File: src/rtl/multicycle_control_unit_pkg.sv
// Shared definitions for the RV32 multi-cycle control path: opcode constants,
// ALU operation codes and the sequencer state type.
package multicycle_control_unit_pkg;

  localparam logic [6:0] OP_TYPE_R = 7'b0110011;
  localparam logic [6:0] OP_TYPE_L = 7'b0000011;
  localparam logic [6:0] OP_TYPE_S = 7'b0100011;

  // ALU codes follow {funct7[5], funct3} so R-type ops map straight through.
  localparam logic [3:0] ALU_ADD  = 4'b0000;
  localparam logic [3:0] ALU_SUB  = 4'b1000;
  localparam logic [3:0] ALU_SLL  = 4'b0001;
  localparam logic [3:0] ALU_SLT  = 4'b0010;
  localparam logic [3:0] ALU_SLTU = 4'b0011;
  localparam logic [3:0] ALU_XOR  = 4'b0100;
  localparam logic [3:0] ALU_SRL  = 4'b0101;
  localparam logic [3:0] ALU_SRA  = 4'b1101;
  localparam logic [3:0] ALU_OR   = 4'b0110;
  localparam logic [3:0] ALU_AND  = 4'b0111;

  typedef enum logic [2:0] {
    FETCH,
    DECODE,
    EXECUTE,
    MEM,
    WB,
    TRAP
  } mc_state_e;

  function automatic logic is_mem_op(input logic [6:0] opcode);
    return (opcode == OP_TYPE_L) || (opcode == OP_TYPE_S);
  endfunction

endpackage

File: src/rtl/multicycle_control_unit_alu_decoder.sv
// Combinational opcode/funct decode to ALU operation and operand-B select.
// Also used by the single-cycle control path.
module multicycle_control_unit_alu_decoder
  import multicycle_control_unit_pkg::*;
(
  input  logic [6:0] i_opcode,
  input  logic [2:0] i_funct3,
  input  logic       i_funct7b5,
  output logic [3:0] o_alu_control,
  output logic       o_alu_src_sel
);

  always_comb begin
    // NOTE: every output gets a default before the branches so no path
    // leaves a value unassigned, which would otherwise infer a latch.
    o_alu_control = ALU_ADD;
    o_alu_src_sel = 1'b0;
    if (i_opcode == OP_TYPE_R) begin
      o_alu_control = {i_funct7b5, i_funct3};
    end else if (is_mem_op(i_opcode)) begin
      o_alu_control = ALU_ADD;
      o_alu_src_sel = 1'b1;
    end
  end

endmodule

File: src/rtl/multicycle_control_unit.sv
// Multi-cycle FETCH/DECODE/EXECUTE/MEM/WB sequencer for R-type, load and store.
// Optional ILLEGAL_TRAP_EN: unknown opcodes lock into TRAP instead of retiring as NOPs.
module multicycle_control_unit
  import multicycle_control_unit_pkg::*;
#(
  parameter int CNT_W = 32
) (
  input  logic             clk,
  input  logic             reset,
  input  logic [31:0]      instrCode,
  input  logic             instrReady,
  input  logic             dataReady,
  output logic             irWe,
  output logic             pcEn,
  output logic             regFileWe,
  output logic [3:0]       aluControl,
  output logic             aluSrcMuxSel,
  output logic             dataReq,
  output logic             dataWe,
  output logic             wdataSel,
  output logic [CNT_W-1:0] retireCnt,
  output logic             illegalInstr
);

  mc_state_e        r_state;
  mc_state_e        w_next_state;
  logic [CNT_W-1:0] r_retire_cnt;
  logic [6:0]       w_opcode;
  logic             w_is_r;
  logic             w_is_l;
  logic             w_is_s;
  logic [3:0]       w_dec_alu;
  logic             w_dec_src;
  logic             w_unused;

  assign w_opcode = instrCode[6:0];
  assign w_is_r   = (w_opcode == OP_TYPE_R);
  assign w_is_l   = (w_opcode == OP_TYPE_L);
  assign w_is_s   = (w_opcode == OP_TYPE_S);
  assign w_unused = ^{instrCode[31], instrCode[29:15], instrCode[11:7]};

  multicycle_control_unit_alu_decoder u_alu_decoder (
    .i_opcode      (w_opcode),
    .i_funct3      (instrCode[14:12]),
    .i_funct7b5    (instrCode[30]),
    .o_alu_control (w_dec_alu),
    .o_alu_src_sel (w_dec_src)
  );

  // NOTE: sequential state uses non-blocking assignments so every register
  // samples pre-edge values regardless of block ordering.
  always_ff @(posedge clk or posedge reset) begin
    if (reset) begin
      r_state <= FETCH;
    end else begin
      r_state <= w_next_state;
    end
  end

  // Outputs are forced low while reset is high so an in-flight access drops at once.
  always_comb begin
    w_next_state = r_state;
    irWe         = 1'b0;
    pcEn         = 1'b0;
    regFileWe    = 1'b0;
    aluControl   = ALU_ADD;
    aluSrcMuxSel = 1'b0;
    dataReq      = 1'b0;
    dataWe       = 1'b0;
    wdataSel     = 1'b0;
    if (!reset) begin
      case (r_state)
        FETCH: begin
          if (instrReady) begin
            irWe         = 1'b1;
            w_next_state = DECODE;
          end
        end
        DECODE: begin
          if (w_is_r || w_is_l || w_is_s) begin
            w_next_state = EXECUTE;
          end else begin
`ifdef ILLEGAL_TRAP_EN
            w_next_state = TRAP;
`else
            pcEn         = 1'b1;
            w_next_state = FETCH;
`endif
          end
        end
        EXECUTE: begin
          aluControl   = w_dec_alu;
          aluSrcMuxSel = w_dec_src;
          w_next_state = w_is_r ? WB : MEM;
        end
        MEM: begin
          aluControl   = w_dec_alu;
          aluSrcMuxSel = w_dec_src;
          dataReq      = 1'b1;
          dataWe       = w_is_s;
          if (dataReady) begin
            if (w_is_s) begin
              pcEn         = 1'b1;
              w_next_state = FETCH;
            end else begin
              w_next_state = WB;
            end
          end
        end
        WB: begin
          aluControl   = w_dec_alu;
          aluSrcMuxSel = w_dec_src;
          regFileWe    = 1'b1;
          pcEn         = 1'b1;
          wdataSel     = w_is_l;
          w_next_state = FETCH;
        end
`ifdef ILLEGAL_TRAP_EN
        TRAP: begin
          w_next_state = TRAP;
        end
`endif
        default: begin
          w_next_state = FETCH;
        end
      endcase
    end
  end

`ifdef ILLEGAL_TRAP_EN
  // TRAP has no exit other than reset, so the state itself is the sticky flag.
  assign illegalInstr = (r_state == TRAP);
`else
  assign illegalInstr = 1'b0;
`endif

  always_ff @(posedge clk or posedge reset) begin
    if (reset) begin
      r_retire_cnt <= '0;
    end else if (pcEn) begin
      r_retire_cnt <= r_retire_cnt + CNT_W'(1);
    end
  end

  assign retireCnt = r_retire_cnt;

endmodule

File: config.mk
export PLATFORM = sky130hd
export DESIGN_NAME = multicycle_control_unit
export DESIGN_NICKNAME = d
export VERILOG_FILES = /design/src/rtl/multicycle_control_unit_pkg.sv /design/src/rtl/multicycle_control_unit_alu_decoder.sv /design/src/rtl/multicycle_control_unit.sv
export SDC_FILE = /design/constraint.sdc
export NUM_CORES = 1
export LEC_CHECK = 0
export CAP_MARGIN = 30
export CORE_ASPECT_RATIO = 1.4
export CORE_MARGIN = 8
export CORE_UTILIZATION = 44
export CTS_BUF_LIST = sky130_fd_sc_hd__clkbuf_4
export CTS_CLUSTER_DIAMETER = 40
export DETAILED_ROUTE_END_ITERATION = 16
export PLACE_DENSITY = 0.85
export REMOVE_ABC_BUFFERS = 1
export SLEW_MARGIN = 40
export SYNTH_ARGS = -nofsm -noshare
export SYNTH_HDL_FRONTEND = slang
export SYNTH_SLANG_ARGS = --single-unit
export TNS_END_PERCENT = 10
File: constraint.sdc
create_clock -name clk -period 3 [get_ports clk]
set_input_delay 0.6 -clock clk [delete_from_list [all_inputs] [get_ports clk]]
set_output_delay 0.6 -clock clk [all_outputs]
set_load 0.05 [all_outputs]
== Word level (Yosys, flattened, before mapping) ==
Index checks and enable logic that the tools add are counted.

* Add/sub/neg operators: 1
* Eq/ne operators: 9
* Muxes and demuxes: 29
* Bitwise operators: 1
* Reduce and logical (&&, ||, !) cells: 6

{| class="wikitable"
|+ Operators by type and width
! operator !! number
|-
| $add 32x1->32 const B || 1
|-
| $mux 1 || 19
|-
| $eq 7x6->1 const B || 2
|-
| $mux 3 || 4
|-
| $mux 4 || 3
|-
| $pmux 3 s4 || 1
|-
| $eq 7x2->1 const B || 1
|-
| $eq 3x2->1 const B || 2
|-
| $ne 2x2->1 const B || 2
|-
| $eq 3x1->1 const B || 1
|-
| $eq 3x3->1 const B || 1
|-
| $logic_not 3->1 || 1
|-
| $logic_or 1x1->1 || 3
|-
| $pmux 1 s3 || 1
|-
| $reduce_and 3->1 || 1
|-
| $reduce_or 3->1 || 1
|-
| $mux 2 || 1
|-
| $not 1->1 || 1
|}

* Register bits: 35
* Input bits: 36
* Output and inout port bits: 44
* Word-level logic and storage cells: 48

== Longest topological paths before layout ==
* Depth in word-level cells: 6
* Mapped depth: 7
* Gate-level depth less buffers: 6

== Modules after synthesis ==
A second synthesis with hierarchy kept.

* Cells, all modules: 193
* Area, all modules: 1920.6 um2

{| class="wikitable"
|+ By module, submodules not included
! module !! instances !! cells an instance !! area each (um2) !! sequential area each (um2)
|-
| multicycle_control_unit || 1 || 182 || 1849.3 || 875.8
|-
| multicycle_control_unit_alu_decoder || 1 || 11 || 71.3 || 0.0
|}

== Worst setup path after synthesis ==
Ideal clock, no wire load.

* Kind: in2out
* From: in instrCode[3]
* To: out aluSrcMuxSel
* Arrival time: 3.421 ns
* Required time: 2.400 ns
* Setup slack: -1.021 ns
* Cell stages on the path: 3
* Path buffers: 0
* Cell sequence: nor3_1 -> nand2_1 -> a2111oi_0

* Cells in the longest elaborated chain, start to end: 6
* Elaborated cells on any way between the ends: 8
* Classes of those cells: eq/ne (3); mux (4); reduce/logical (1)

{| class="wikitable"
|+ RTL lines
! what !! line !! text
|-
| start: declaration || multicycle_control_unit.sv:10 || <nowiki>input logic [31:0] instrCode,</nowiki>
|-
| $eq 7x2->1 / $eq 7x6->1 (equally long branches) || multicycle_control_unit_pkg.sv:31 || <nowiki>return (opcode == OP_TYPE_L) || (opcode == OP_TYPE_S);</nowiki>
|-
| $logic_or 1x1->1 || multicycle_control_unit_pkg.sv:31 ||
|-
| $mux 1 || multicycle_control_unit_alu_decoder.sv:20 || <nowiki>end else if (is_mem_op(i_opcode)) begin</nowiki>
|-
| $mux 1 * || multicycle_control_unit_alu_decoder.sv:18 || <nowiki>if (i_opcode == OP_TYPE_R) begin</nowiki>
|-
| $mux 1 * || multicycle_control_unit.sv:72 || <nowiki>case (r_state)</nowiki>
|-
| $mux 1 * || multicycle_control_unit.sv:71 || <nowiki>if (!reset) begin</nowiki>
|-
| end: declaration || multicycle_control_unit.sv:17 || <nowiki>output logic aluSrcMuxSel,</nowiki>
|}

Mark *: on every way between the ends. The rest lies on a longest branch, timed or not.

== Final worst setup path ==
* From: in instrCode[2]
* To: out aluControl[0]

* Cells in the longest elaborated chain, start to end: 4

{| class="wikitable"
|+ RTL lines
! what !! line !! text
|-
| $eq 7x6->1 || multicycle_control_unit_alu_decoder.sv:18 ||
|-
| $mux 4 || multicycle_control_unit_alu_decoder.sv:18 ||
|-
| $mux 4 || multicycle_control_unit.sv:72 ||
|-
| $mux 4 || multicycle_control_unit.sv:71 ||
|-
| end: declaration || multicycle_control_unit.sv:16 || <nowiki>output logic [3:0] aluControl,</nowiki>
|}

No other way between the ends.

==> out/results.ini <==
[logic_synthesis]
synth-compound-area-share_pct = 5.34
synth-simple-area-share_pct = 29.3
synth_edf_count = 0
synth_fa_ha_area_share_pct = 0.651
synth_cells = 194
synth_seq_cells = 35
synth.area.mux_share_pct = 1.11
ys_warn_count = 0
syn_avg_cell_area_um2 = 9.90
yosysSeqAreaShare_pct = 45.6
async_flop_share_pct = 100
synth_area_um2 = 1920
synth_top_family_by_area = simple AND/OR/NAND/NOR gates
synth_ff_type = dfrtp_1
yosys.area_share.xor_xnor_pct = 14.5
synth_cell_type_count = 43

[setup_path]
r2r-start = r_state[0]
worst_r2r_path_depth = 6
critPathKind = primary input to output pin
arrival_ps = 2310
r2r_slack_ps = 600
crit_path_start_kind = primary input
regToRegEndpoint = retireCnt[10]
path_max_fanout = 4
worstPathRequired_ps = 2400
worst_setup_path_end_kind = output pin

[global_routing]
grt_max_degree = 36
grt_pass1_vias = 1630
grt_antenna_before_repair = 0
grt_pass1_wl_um = 7710
overflow = 0
grt_use_total_pct = 14.4

[pwr]
leakagePower_nw = 1.16
power.share.clock_pct = 20.8
seqPwrFrac_pct = 39.6
power_switching_w = 0.000677
p_int_w = 0.000969
pwr_density_cell_nw_per_um2 = 588
comb_power_share_pct = 39.6
swShare_pct = 41.1
ir_drop_v = 0.000641

[route]
dr.pass1.iters = 4
vias_per_cell = 5.60
dr.first_iter.drc_count = 107
wirelength_um = 4800
ant_nets = 0
wire_per_inst_um = 15.8
drc = 0
vias = 1697

[timing]
setup_viol = 0
setup-tns-final_ps = 0
worst_slew_pin_slew_ps = 514
min_period_over_period_pct = 96.9
drv_slew = 0
slew_headroom_pct = 65.6
period_needed_ps = 2910
fmax_ghz = 0.344
hold_slack_ps = 468
fin_skew_ps = 17.8
finalHoldViolCount = 0

[min_path]
holdPathStages = 1
worst_hold_path_type = flop to flop
hold-path-endpoint = retireCnt[31]
worstHoldStart = retireCnt[31]

[die]
start_util_pct = 45.7
io-pin-count = 80
core-area_um2 = 4200
num_rows = 28
die_height_um = 94.2
dieArea_um2 = 6760
dieWidth_um = 71.8

[placed_design]
gp_congestion = 0.885
portBuffers = 57
dp_hpwl_um = 3650

[clock_tree]
cts_setup_buffers = 0
htreeDepth = 2
clock-root-buffer = clkbuf_4
clkTransAtPathRegs_ps = 100
cts_tree = done
hold_buffers = 0
cts_buffers = 5
clockBufferDepth = 2
clock_sinks = 35
clock_latency_ps = 360

[cells_and_area]
nFillCells = 326
diodes = 0
drive_gt1_share_pct = 17.4
area_growth_syn_to_layout_pct = 45.8
mostFrequentLayoutCell = clkdlybuf4s50_1
layout_common_cells = clkdlybuf4s50_1, dfrtp_1, nand2_1, xor2_1, nor3_1
multi_input_area_um2 = 1020
regArea_um2 = 876
fin_nets = 294

[job]
max-cap-violations = 0

[run_status]
status = completed

[worst max path at each step]
stage	start	to	slack [ps]	cells after the start
floorplan	instrCode[3]	aluSrcMuxSel	-1020	3
global placement	instrCode[3]	aluControl[0]	20	7
detailed placement	instrCode[3]	aluControl[3]	-30	7
CTS	instrCode[3]	aluControl[0]	90	7
global route	instrCode[3]	aluControl[0]	-20	7
finish	instrCode[2]	aluControl[0]	90	7
[metrics by stage]
step,total power [W],utilization (%),instances,instance area (um^2),worst slack [ps]
global placement,0.00129,63.9,295,2690,23.7
CTS,0.00165,65.9,303,2770,85.9
global route,0.00173,66.6,303,2800,-20.1
floorplan,0.00105,-,185,1880,-1020
detailed placement,0.00130,63.9,295,2690,-25.2
finish,0.00165,66.6,303,2800,93.5
[sequential cells by signal, indices dropped and copies added (netlist names)]
| signal | count |
|---|---|
| retireCnt | 32 |
| r_state | 3 |
[power groups by stage]
stage                     logic (W)  clock network (W)  registers (W)
after floorplan            0.000257                  0       0.000789
after global placement     0.000636                  0       0.000654
after detailed placement   0.000645                  0       0.000658
after CTS                  0.000651           0.000347       0.000652
after global routing       0.000697           0.000363       0.000667
final                      0.000651           0.000342       0.000653
[synthesized netlist by cell type (2+ instances only)]
library cell,count,share of area [%]
o21ai_0,4,1.0
nor4b_2,2,1.6
nand2b_1,3,0.98
xor2_1,22,10
nand4_1,4,1.3
nor3b_1,3,1.2
nor4b_1,4,1.8
nor2_1,6,1.2
or4_4,2,1.2
inv_1,6,1.2
nand3_1,6,1.6
and3_1,2,0.65
a211oi_1,3,1.2
nand2_1,24,4.7
or2_0,2,0.65
nor4_1,5,1.6
and2_1,6,2.0
nor3_1,14,3.6
xnor2_1,8,3.6
dfrtp_1,35,46
a31oi_1,2,0.65
clkbuf_1,7,1.4
and4_1,4,1.8
[metal layers]
metal  global-route usage, %  vias to the layer above  share of wire, %
met2                    25.0                       63                52
met1                    15.7                      819                39
met4                    6.84                        0               1.7
met5                       0                        -                 0
li1                        -                      807                 -
met3                    4.27                        8               7.1
[area by class of cell]
type / instances / area share (%)
Sequential cell: 35 / 31.3
Tap cell: 45 / 2.01
Multi-Input combinational cell: 143 / 36.4
Timing Repair Buffer: 65 / 26.5
Clock buffer: 5 / 1.34
Inverter: 7 / 0.938
Clock inverter: 3 / 1.56
[cells by family (layout without fill, tap and decap cells)]
group,Yosys count,in the layout
mux,2,2
fa+ha+maj,1,1
flops,35,35
compound gates,14,14
buf+inv,16,80
simple gates,94,94
other cells,1,1
xor+xnor,31,31
[what timing repair did]
action | 4_1_cts | 5_1_grt
pin swaps | 0 | 3
gates resized for setup | 1 | 9
setup endpoints to repair | 4 | 5
[worst max-delay path, stage by stage]
cell and delay [ps]:
clkdlybuf4s50_1 410, or3_4 420, nor2_4 140, nand2_2 90, a211oi_4 290, and2_4 210
buf_12 130
Note: power is estimated with default switching activity, not from simulation.
